--- src/rtl/fetch_unit.sv ---
// Instruction fetch front end: one outstanding read, small {pc, instr} FIFO,
// redirect flushes the FIFO and drops any stale in-flight response.
module fetch_unit #(
  parameter int unsigned DEPTH    = 2,
  parameter logic [31:0] RESET_PC = 32'h0000_0000
) (
  input  logic        clk,
  input  logic        rst_n,
  output logic        instr_enable,
  input  logic        instr_valid,
  output logic [24:0] instr_addr,
  input  logic [31:0] instr_result,
  input  logic        redirect,
  input  logic [31:0] redirect_pc,
  output logic        out_valid,
  input  logic        out_ready,
  output logic [31:0] out_instr,
  output logic [31:0] out_pc
);

  localparam int unsigned AW = $clog2(DEPTH);
  localparam int unsigned CW = AW + 1;
  localparam logic [CW-1:0] FULL = CW'(DEPTH);

  typedef enum logic [1:0] {IDLE, REQ, DRAIN} state_e;

  state_e        state_q;
  logic [31:0]   pc_q;
  logic          en_q;
  logic [24:0]   addr_q;
  logic [AW-1:0] rd_q;
  logic [AW-1:0] wr_q;
  logic [CW-1:0] cnt_q;
  logic [CW-1:0] cnt_d;
  logic [31:0]   pc_mem  [DEPTH];
  logic [31:0]   ins_mem [DEPTH];
  logic          push;
  logic          pop;
  logic [31:0]   redir_pc;
  logic          unused_lsb;

  assign redir_pc     = {redirect_pc[31:2], 2'b00};
  assign unused_lsb   = ^redirect_pc[1:0];
  assign push         = (state_q == REQ) && instr_valid && !redirect;
  assign pop          = out_valid && out_ready;
  assign out_valid    = (cnt_q != '0);
  assign out_instr    = out_valid ? ins_mem[rd_q] : '0;
  assign out_pc       = out_valid ? pc_mem[rd_q] : '0;
  assign instr_enable = en_q;
  assign instr_addr   = addr_q;

  always_comb begin
    cnt_d = cnt_q;
    if (redirect)
      cnt_d = '0;
    else if (push && !pop)
      cnt_d = cnt_q + 1'b1;
    else if (!push && pop)
      cnt_d = cnt_q - 1'b1;
  end

  // addr_q is latched separately so a redirect in DRAIN leaves it alone
  always_ff @(posedge clk or negedge rst_n) begin
    if (!rst_n) begin
      state_q <= IDLE;
      pc_q    <= RESET_PC;
      en_q    <= 1'b0;
      addr_q  <= RESET_PC[26:2];
    end else begin
      unique case (state_q)
        IDLE: begin
          if (!redirect && cnt_q < FULL) begin
            state_q <= REQ;
            en_q    <= 1'b1;
            addr_q  <= pc_q[26:2];
          end
        end
        REQ: begin
          if (instr_valid) begin
            state_q <= IDLE;
            en_q    <= 1'b0;
          end else if (redirect) begin
            state_q <= DRAIN;
          end
        end
        DRAIN: begin
          if (instr_valid) begin
            state_q <= IDLE;
            en_q    <= 1'b0;
          end
        end
        default: begin
          state_q <= IDLE;
          en_q    <= 1'b0;
        end
      endcase
      if (redirect)
        pc_q <= redir_pc;
      else if (push)
        pc_q <= pc_q + 32'd4;
    end
  end

  always_ff @(posedge clk or negedge rst_n) begin
    if (!rst_n) begin
      rd_q  <= '0;
      wr_q  <= '0;
      cnt_q <= '0;
    end else begin
      cnt_q <= cnt_d;
      if (redirect) begin
        rd_q <= '0;
        wr_q <= '0;
      end else begin
        if (push) wr_q <= wr_q + 1'b1;
        if (pop)  rd_q <= rd_q + 1'b1;
      end
    end
  end

  always_ff @(posedge clk) begin
    if (push) begin
      pc_mem[wr_q]  <= pc_q;
      ins_mem[wr_q] <= instr_result;
    end
  end

endmodule

--- config.mk ---
export PLATFORM = sky130hd
export DESIGN_NAME = fetch_unit
export DESIGN_NICKNAME = d
export VERILOG_FILES = /design/src/rtl/fetch_unit.sv
export SDC_FILE = /design/constraint.sdc
export NUM_CORES = 1
export LEC_CHECK = 0
export BUFFER_PORTS_ARGS = -buffer_cell sky130_fd_sc_hd__buf_2
export CORE_MARGIN = 10
export CORE_UTILIZATION = 49
export DETAILED_ROUTE_END_ITERATION = 10
export GPL_ROUTABILITY_DRIVEN = 0
export PLACE_DENSITY = 0.73
export SYNTH_ARGS = -nofsm -noshare
export SYNTH_HDL_FRONTEND = slang
export SYNTH_SLANG_ARGS = --single-unit
--- constraint.sdc ---
create_clock -name clk -period 11.22 [get_ports clk]
set_input_delay 1.683 -clock clk [delete_from_list [all_inputs] [get_ports clk]]
set_output_delay 1.683 -clock clk [all_outputs]
set_load 0.02 [all_outputs]
# After elaboration in Yosys (flattened, before gate mapping)
# Memories as Yosys holds them, arrays and structs flattened.
# Index checks and enable logic that the tools add are counted.
# totals
mem_bits_rw	128
ff_bits	64
wordCells	60
n_memories	2
# op_classes
n_lt_le_gt_ge	1
addsub	5
eq_ne	6
n_mux	21
reduce_logical	18
# mem_list
name	depth	width	rd	rd_ports_with_merged_regs	write_ports	line_no	rtl
ins_mem	2	32	1	0	1	36	logic [31:0] ins_mem [DEPTH];
pc_mem	2	32	1	0	1	35	logic [31:0] pc_mem [DEPTH];
# ops
op	n
$mux 32	4
$add 32x3->32 const B	1
$mux 2	7
$mux 1	8
$logic_and 1x1->1	6
$pmux 2 s3	1
$reduce_bool 2->1	3
$ne 2x2->1 const B	2
$reduce_and 2->1	2
$logic_not 1->1	3
$ne 3x3->1 const B	1
$reduce_and 3->1	1
$reduce_bool 3->1	1
$add 1x1->1 const B	2
$add 2x1->2 const B	1
$eq 2x1->1 const B	1
$eq 2x2->1 const B	1
$logic_not 2->1	1
$lt 2x2->1 const B	1
$ne 2x1->1 const B	1
$pmux 1 s2	1
$reduce_or 2->1	1
$sub 2x1->2 const B	1

# Longest topological paths before layout
# depth
ltp_word	8
depth_mapped	8

# Worst setup path before layout
# No wires, ideal clock.
# synth_path
path_kind	input -> register
startpoint	input port redirect
endpoint	memory ins_mem[1][0] (enable)
path_buffers	2
setup_slack_ns	4.021
arrival_ns	6.628
path_stages	3
path_cell_list	clkbuf_1 > clkbuf_1 > nor3b_1
# synth_between
elab_chain_cells	4
# synth_lines
element	line_no	rtl
from (decl)	13	input logic redirect,
$logic_not 1->1	44	assign push = (state_q == REQ) && instr_valid && !redirect;
$logic_and 1x1->1	44	
$mux 1	122	if (push) begin
$mux 1 (implied by the code)	124	ins_mem[wr_q] <= instr_result;
to (decl)	36	
# No other way between the ends.

# Worst setup path after layout
# layout_path
startpoint	register cnt_q[1]
endpoint	output port out_pc[29]
# layout_between
elab_chain_cells	2
# layout_lines
element	line_no	rtl
from (decl)	33	logic [CW-1:0] cnt_q;
from (signal assigned)	110	cnt_q <= cnt_d;
$reduce_bool 2->1	46	assign out_valid = (cnt_q != '0);
$mux 32	48	assign out_pc = out_valid ? pc_mem[rd_q] : '0;
to (decl)	18	output logic [31:0] out_pc
# No other way between the ends.

==> impl_metrics.json <==
{
  "outcome": "finished, final reports clean",
  "period_share_pct": 34.9,
  "tightest_slew_ns": 1.14,
  "mostFrequentLayoutCell": "buf_2",
  "htreeDepth": 4,
  "p_leak_nw": 3.60,
  "cts_resized": 0,
  "route.vias.total": 4979,
  "place_area_um2": 8690,
  "arrival_ns": 2.23,
  "syn_inst": 562,
  "synth_area_leader_cell": "edfxtp_1",
  "synth_top_area_share_pct": 48.2,
  "ant_nets": 0,
  "diodes": 0,
  "hold_buffers": 0,
  "fin_tns_setup_ns": 0,
  "hold_slack_ns": 0.489,
  "final_area_um2": 9290,
  "drv_cap": 0,
  "r2r_slack_ns": 8.74,
  "irDropWorstVdd_uv": 112,
  "synth_ff_type": "edfxtp_1",
  "critPathCaptureType": "primary output",
  "drc": 0,
  "synth_edf_count": 124,
  "fin_util_pct": 60.6,
  "cts_made_buffers": 17,
  "synth.yosys.seq_area_share_pct": 68.3,
  "grt_first_pass_wirelength_mm": 27.5,
  "cts_tree": "yes",
  "clock-sinks": 186,
  "wl_per_cell_um": 18.5,
  "crit_required_ns": 9.54,
  "period_needed_ns": 3.91,
  "max_freq_mhz": 256,
  "grt_max_degree": 64,
  "detailed_place_hpwl_mm": 11.8,
  "slew_violations": 0,
  "cts_buffer_depth": 2,
  "dr.pass1.iters": 4,
  "die-area_um2": 21200,
  "max_slew_margin_pct": 23.8,
  "final_cell_mix": "buf_2, edfxtp_1, nor2_1",
  "grt_pass1_vias": 5175,
  "clock_latency_ns": 0.43,
  "yosysUniqueCellTypes": 35,
  "hold_path_class": "register to register",
  "ys_ff_latch": 186,
  "rows": 45,
  "drt_iter0_drc": 263,
  "die_h_um": 146,
  "drt-total-wl_mm": 17.2,
  "vias_per_cell": 5.35,
  "initial_utilization_pct": 50.4,
  "post_cts_buffers": 0,
  "ys_warn_count": 0,
  "fin_nets": 782,
  "syn2layout_area_growth_pct": 20.3,
  "hold_viol_final": 0,
  "fin_skew_ns": 0.00712,
  "overflow": 0,
  "rsz0062_at_grt": "no",
  "io-pin-count": 160,
  "critPathKind": "register to primary output",
  "power_density_nw_per_um2": 224,
  "async_flop_share_pct": 33.3,
  "crit_path_max_fanout": 43,
  "grt_util_all_layers_pct": 16.2,
  "finalPower_w": 0.00208,
  "port_buffers": 155,
  "netlist_area_um2": 7720,
  "syn_avg_cell_area_um2": 13.7,
  "synthTopCellsByArea": "edfxtp_1, dfrtp_1, mux2i_1, nor2_1, mux2_2",
  "core_area_um2": 15300,
  "clk_pin_slew_ns": 0.07,
  "worstSetupStartpointType": "register",
  "drive_above_1_share_pct": 31.1,
  "setup_viol": 0,
  "antenna_found_initial": 0,
  "cts_root_buf": "clkbuf_16",
  "die_x_um": 146
}
-- final cells by class --
type	count	area, um^2
timing repair buffer	162	828
clock inverter	14	171
sequential	186	5280
clock buffer	17	425
tap	211	264
fill	1228	6030
inverter	7	26.3
multi-input combinational	334	2290
-- metrics by stage --
step                      setup WS [ns]  std cells
after global placement             7.51        900
after detailed placement           7.36        900
after floorplan                    4.02        563
after global routing               7.14        931
final                              7.31        931
after CTS                          7.28        931
-- worst max-delay path: stages, from the launching register on --
cell	delay, ns
dfrtp_1	0.47
nor2_4	0.44
buf_4	0.52
nor2_1	0.15
buf_2	0.19
-- cell families after synthesis --
| logic type | after synthesis | share of synthesized area (%) |
|---|---|---|
| flops | 186 | 68.3 |
| simple gates | 169 | 10.4 |
| mux | 90 | 12.1 |
| compound gates | 52 | 4.18 |
| buf+inv | 43 | 2.29 |
| xor+xnor | 16 | 1.82 |
| fa+ha+maj | 5 | 0.811 |
| other cells | 1 | 0.0486 |
-- synthesized netlist by cell type (2+ instances only) --
cell	n
edfxtp_1	124
nor2_1	82
mux2i_1	64
dfrtp_1	62
clkbuf_1	26
mux2_2	26
nand2_1	24
o21ai_0	19
or4_1	17
a31oi_1	15
nand3_1	15
o31ai_1	13
xor2_1	11
nand4_1	10
inv_1	7
and3_1	6
buf_2	6
ha_1	5
xnor2_1	5
and4_1	2
buf_1	2
buf_4	2
nor2b_1	2
nor3_1	2
nor3b_1	2
nor4_1	2
o211ai_1	2
or3_1	2
-- registers in the layout, indices dropped and copies added, names as in the netlist --
name	flops
instr_enable	1
rd_q	1
wr_q	1
ins_mem	64
cnt_q	2
pc_mem	60
pc_q	30
state_q	2
instr_addr	25
-- worst paths after layout --
kind                              startpoint            end  depth (start not counted)
worst max-delay path                cnt_q[1]     out_pc[29]                          4
worst min-delay path            instr_enable   instr_enable                          1
worst max register to register    state_q[1]       pc_q[31]                          6
worst min register to register  instr_enable   instr_enable                          1
max in group asynchronous              rst_n           rd_q                          2
min in group asynchronous              rst_n  instr_addr[8]                          2
-- power by group --
group | switching (W) | internal (W)
Combinational | 0.000339 | 0.000212
Sequential | 0.0000809 | 0.000842
Clock | 0.000252 | 0.000351
-- metal layers --
| metal | global-route usage, % | routed length [um] | vias to the layer above |
|---|---|---|---|
| li1 | - | - | 2360 |
| met1 | 19.7 | 7350 | 2430 |
| met2 | 26.4 | 8260 | 169 |
| met3 | 5.37 | 1330 | 20 |
| met4 | 5.61 | 291 | 0 |
| met5 | 0 | 0 | - |
(Power assumes the default switching activity.)
